**src/rtl/fractal_sync_responder.sv**
```systemverilog
`default_nettype none
// +----------------------------------------------------------------------------+
// | fractal_sync_responder                                                     |
// | Releases aligned power-of-two tile groups once all members request a level |
// | Revision: 1.0                                                              |
// +----------------------------------------------------------------------------+
module fractal_sync_responder #(
  parameter int N_TILES   = 16,
  parameter int LVL_WIDTH = $clog2(N_TILES) + 1,
  parameter int CNT_WIDTH = 32
) (
  input  logic                           clk_i,
  input  logic                           rst_ni,
  input  logic [N_TILES-1:0]             sync_req_i,
  input  logic [N_TILES*LVL_WIDTH-1:0]   sync_lvl_i,
  output logic [N_TILES-1:0]             sync_ready_o,
  output logic [N_TILES-1:0]             sync_done_o,
  output logic [N_TILES-1:0]             sync_err_o,
  output logic [CNT_WIDTH-1:0]           bar_cnt_o,
  output logic                           busy_o
);

  localparam int c_LOG  = $clog2(N_TILES);
  localparam int c_NGRP = 2 * N_TILES - 1;

  logic [N_TILES-1:0]   r_pend;
  logic [N_TILES-1:0]   r_done;
  logic [N_TILES-1:0]   r_err;
  logic                 r_busy;
  logic [CNT_WIDTH-1:0] r_cnt;
  logic [LVL_WIDTH-1:0] r_lvl [N_TILES];

  logic [LVL_WIDTH-1:0] w_lvl_in [N_TILES];
  logic [N_TILES-1:0]   w_match  [c_LOG+1];
  logic [N_TILES-1:0]   w_rel_lv [c_LOG+1];
  logic [c_NGRP-1:0]    w_grp;
  logic [N_TILES-1:0]   w_illegal;
  logic [N_TILES-1:0]   w_rel;
  logic [N_TILES-1:0]   w_acc;
  logic [N_TILES-1:0]   w_pend_nxt;
  logic [CNT_WIDTH-1:0] w_inc;

  for (genvar t = 0; t < N_TILES; t++) begin : g_tile
    assign w_lvl_in[t]  = sync_lvl_i[t*LVL_WIDTH +: LVL_WIDTH];
    assign w_illegal[t] = r_pend[t] && (r_lvl[t] > LVL_WIDTH'(c_LOG));
  end

  // Groups of every level are packed into w_grp: level l starts at 2N - 2(N>>l).
  for (genvar l = 0; l <= c_LOG; l++) begin : g_lvl
    localparam int c_OFF  = 2 * N_TILES - 2 * (N_TILES >> l);
    localparam int c_SIZE = 1 << l;

    for (genvar t = 0; t < N_TILES; t++) begin : g_match
      assign w_match[l][t] = r_pend[t] && (r_lvl[t] == LVL_WIDTH'(l));
    end

    for (genvar g = 0; g < (N_TILES >> l); g++) begin : g_grp
      assign w_grp[c_OFF+g] = &w_match[l][g*c_SIZE +: c_SIZE];
    end

    for (genvar t = 0; t < N_TILES; t++) begin : g_rel
      assign w_rel_lv[l][t] = w_grp[c_OFF + (t >> l)];
    end
  end

  // A tile matches only its own level, so groups completing together are disjoint.
  always_comb begin
    w_rel = w_illegal;
    for (int l = 0; l <= c_LOG; l++) begin
      w_rel = w_rel | w_rel_lv[l];
    end
    w_inc = '0;
    for (int i = 0; i < c_NGRP; i++) begin
      w_inc = w_inc + CNT_WIDTH'(w_grp[i]);
    end
  end

  assign w_acc      = sync_req_i & ~r_pend;
  assign w_pend_nxt = (r_pend & ~w_rel) | w_acc;

  always_ff @(posedge clk_i or negedge rst_ni) begin
    if (!rst_ni) begin
      r_pend <= '0;
      r_done <= '0;
      r_err  <= '0;
      r_busy <= 1'b0;
      r_cnt  <= '0;
      for (int t = 0; t < N_TILES; t++) begin
        r_lvl[t] <= '0;
      end
    end else begin
      r_pend <= w_pend_nxt;
      r_done <= w_rel;
      r_err  <= w_illegal;
      r_busy <= |w_pend_nxt;
      r_cnt  <= r_cnt + w_inc;
      for (int t = 0; t < N_TILES; t++) begin
        if (w_acc[t]) begin
          r_lvl[t] <= w_lvl_in[t];
        end
      end
    end
  end

  assign sync_ready_o = ~r_pend;
  assign sync_done_o  = r_done;
  assign sync_err_o   = r_err;
  assign bar_cnt_o    = r_cnt;
  assign busy_o       = r_busy;

endmodule
`default_nettype wire

```
**config.mk**
```make
export PLATFORM = sky130hd
export DESIGN_NAME = fractal_sync_responder
export DESIGN_NICKNAME = d
export VERILOG_FILES = /design/src/rtl/fractal_sync_responder.sv
export SDC_FILE = /design/constraint.sdc
export NUM_CORES = 1
export LEC_CHECK = 0
export BUFFER_PORTS_ARGS = -buffer_cell sky130_fd_sc_hd__buf_2
export CAP_MARGIN = 20
export CORE_ASPECT_RATIO = 2
export CORE_UTILIZATION = 50
export DETAILED_ROUTE_END_ITERATION = 12
export HOLD_SLACK_MARGIN = 0.06
export PLACE_DENSITY = 0.77
export SYNTH_ARGS = -nofsm -noshare
export SYNTH_HDL_FRONTEND = slang
export SYNTH_SLANG_ARGS = --single-unit
```
**constraint.sdc**
```tcl
create_clock -name clk_i -period 6.4 [get_ports clk_i]
set_input_delay 1.28 -clock clk_i [delete_from_list [all_inputs] [get_ports clk_i]]
set_output_delay 1.28 -clock clk_i [all_outputs]
set_load 0.01 [all_outputs]
```
==> flow_summary.ini <==
[outcome]
run_status = complete, no violations

[clocking]
cts_hold_buf = 0
cts.clk_slew.worst_paths_ns = 0.07
cts.htree.levels = 4
root_buffer = clkbuf_16
cts_inserted_buffers = 17
clkSinkCount = 161
clockBufferDepth = 2
insertion_delay_ns = 0.43
cts_tree = done

[timing]
worst_slew_pin_slew_ns = 0.941
hold_viol = 0
rsz0062_at_grt = yes
fin_crit_sh = 0.994
hold_ws_ns = 0.477
relSlewSlack = 0.373
finalCriticalPeriod_ns = 6.36
drv_slew = 0
fin_skew_ns = 0.0145
fin_setup_tns_ns = 0
fmaxAchievable_mhz = 157
finalSetupViolations = 0

[synthesis]
syn_avg_cell_area_um2 = 11.5
synth_cells = 724
yosys-top-cells-area = dfrtp_1 (49%), mux2_2 (11%), fa_1 (6.0%)
synth_seq_area_share = 0.486
synth.most_common_cell = dfrtp_1
yosysWarnings = 0
synth_commonest_cells = dfrtp_1 (161), mux2_2 (80), inv_1 (46)
synth.top_cell.area_share = 0.486
synthesis.nets = 863
ys_ff_latch = 161
synth-async-reset-ratio = 1.00
synth-edff-count = 0
synth_flop_cell = dfrtp_1
netlist_area_um2 = 8300
yosysTopAreaCell = dfrtp_1
synth.distinct_cells = 56

[drt]
avgViaCountPerCell = 5.78
first_pass_iters = 5
vias = 6812
postRouteWirelength_um = 23300
drc = 0
ant_nets = 0
detail_route.iter0.violations = 404
avgRoutedWirePerCell_um = 19.8

[worst_setup_path]
cp_data_arrival_time_ns = 6.71
required_ns = 6.75
reg2regPathDepth = 19
rrSetupSlack_ns = 0.04
crit_type = reg -> reg
endpoint_kind = flop
cp_max_fo = 4
worstReg2RegEnd = bar_cnt_o[20]
start_kind = flop
r2r-start = r_lvl[8]

[hold_path]
hold_start = bar_cnt_o[31]
hold_path_class = reg -> reg
hold_end = bar_cnt_o[31]
min_path_cells = 1

[pwr]
leakage_nw = 5.09
irDropWorstVdd_mv = 0.185
power.density_nw_per_um2 = 354

[layout]
nFillCells = 1278
area_growth_pct = 28.4
n_antenna_cell = 0
drive_gt1_frac = 0.420
nNetsFinal = 1100

[floorplan]
dieArea_um2 = 17100
io_pins = 179
rows = 66
die-height_um = 184
coreArea_um2 = 16300
die_w_um = 93.1
start_util = 0.510

[global_routing]
first_global_vias = 7146
antenna_found_initial = 0
grt_max_degree = 76
grt_pass1_wl_um = 36300
globalRouteTotalUtil = 0.285
gr-total-overflow = 0

[run]
drv_cap = 0

[placement]
port_buffers = 178
dp.final_hpwl_um = 17900
place.gp.congestion = 0.922
==> worst max path at each step <==
stage | start | to | slack [ns] | cells past startpoint
3_5_place_dp | r_lvl[73] | bar_cnt_o[20] | -0.14 | 20
5_1_grt | r_lvl[28] | bar_cnt_o[20] | -0.21 | 21
6_report | r_lvl[8] | bar_cnt_o[20] | 0.04 | 19
2_1_floorplan | r_lvl[73] | bar_cnt_o[20] | 0.004 | 20
3_3_place_gp | r_lvl[73] | bar_cnt_o[20] | 0.02 | 20
4_1_cts | r_lvl[8] | bar_cnt_o[12] | 0.01 | 19
==> power breakdown <==
group | internal, mW | switching, mW
registers | 1.28 | 0.233
clock network | 0.625 | 0.454
logic | 0.561 | 0.627
==> worst max-delay path: stages (launching register included) <==
cell      delay [ns]
dfrtp_1         0.39
or3b_2          0.52
or4b_4          0.56
or4_4           0.51
fa_1            0.49
fa_1            0.55
fa_1            0.46
fa_1            0.51
fa_1            0.49
inv_1           0.09
ha_2            0.20
inv_2           0.04
fa_2            0.33
nor2b_1         0.12
o21a_1          0.15
o21ai_2         0.07
a211oi_2        0.26
nand3_2         0.17
nor2_1          0.18
xor2_1          0.18
==> sequential cells by signal, summed over array words and instances, names as in the netlist <==
| register | flops |
|---|---|
| r_lvl | 80 |
| r_pend | 16 |
| busy_o | 1 |
| sync_done_o | 16 |
| bar_cnt_o | 32 |
| sync_err_o | 16 |
==> metal layers <==
layer,GRT usage,routed length [um],up-vias
met2,0.524,12800,273
met4,0.198,1510,0
li1,-,-,3066
met5,0,0,-
met1,0.278,7710,3379
met3,0.0561,1240,94
==> cells in the final DEF, fill, tap and decap left out, types with 8 or more instances in the layout <==
| master | count |
|---|---|
| buf_2 | 177 |
| dfrtp_1 | 161 |
| mux2_2 | 80 |
| buf_4 | 56 |
| inv_1 | 44 |
| nor2_1 | 34 |
| nand2_1 | 34 |
| fa_1 | 24 |
| a21oi_1 | 21 |
| nand4_1 | 20 |
| nor2b_1 | 19 |
| xnor2_1 | 19 |
| nor3_1 | 18 |
| o21ai_0 | 18 |
| clkbuf_16 | 17 |
| nor4_1 | 16 |
| xor2_1 | 16 |
| ha_1 | 15 |
| nand3_1 | 12 |
| or3_1 | 11 |
| nor3b_1 | 9 |
| or3b_2 | 8 |
==> kinds of logic (layout without fill, tap and decap cells) <==
| group | Yosys count | count (layout) | share of synthesized area |
|---|---|---|---|
| and+or+nand+nor | 264 | 264 | 0.191 |
| DFF | 161 | 161 | 0.486 |
| muxes | 80 | 80 | 0.109 |
| AOI/OAI and AO/OA | 78 | 78 | 0.0632 |
| buffers and inverters | 64 | 314 | 0.0290 |
| adders and majority gates | 41 | 41 | 0.0845 |
| xor gates and xnor gates | 36 | 36 | 0.0380 |
==> layout make-up <==
class,count,area [um2],area share
clock buffer,17,425,0.0399
clock inverter,15,194,0.0182
inverter,46,173,0.0162
multi-input combinational,499,4230,0.397
sequential,161,4030,0.378
tap,204,255,0.0240
timing repair buffer,236,1350,0.127
==> timing repair <==
action / 4_1_cts / 5_1_grt
setup endpoints to repair: 23 / 24
buffers inserted: 1 / 3
pin swaps: 3 / 10
resized for setup: 13 / 24
gates cloned: 0 / 0
==> stage by stage <==
stage	instance area, um2	power (mW)	util	std cells	setup slack, ns
floorplan	8340	2.15	-	724	0.00412
global placement	9840	2.63	0.605	1142	0.0230
detailed placement	9840	2.67	0.605	1142	-0.141
CTS	10500	3.77	0.648	1175	0.00971
global route	10700	3.97	0.655	1178	-0.209
finish	10700	3.78	0.655	1178	0.0396
(Power assumes the default switching activity.)
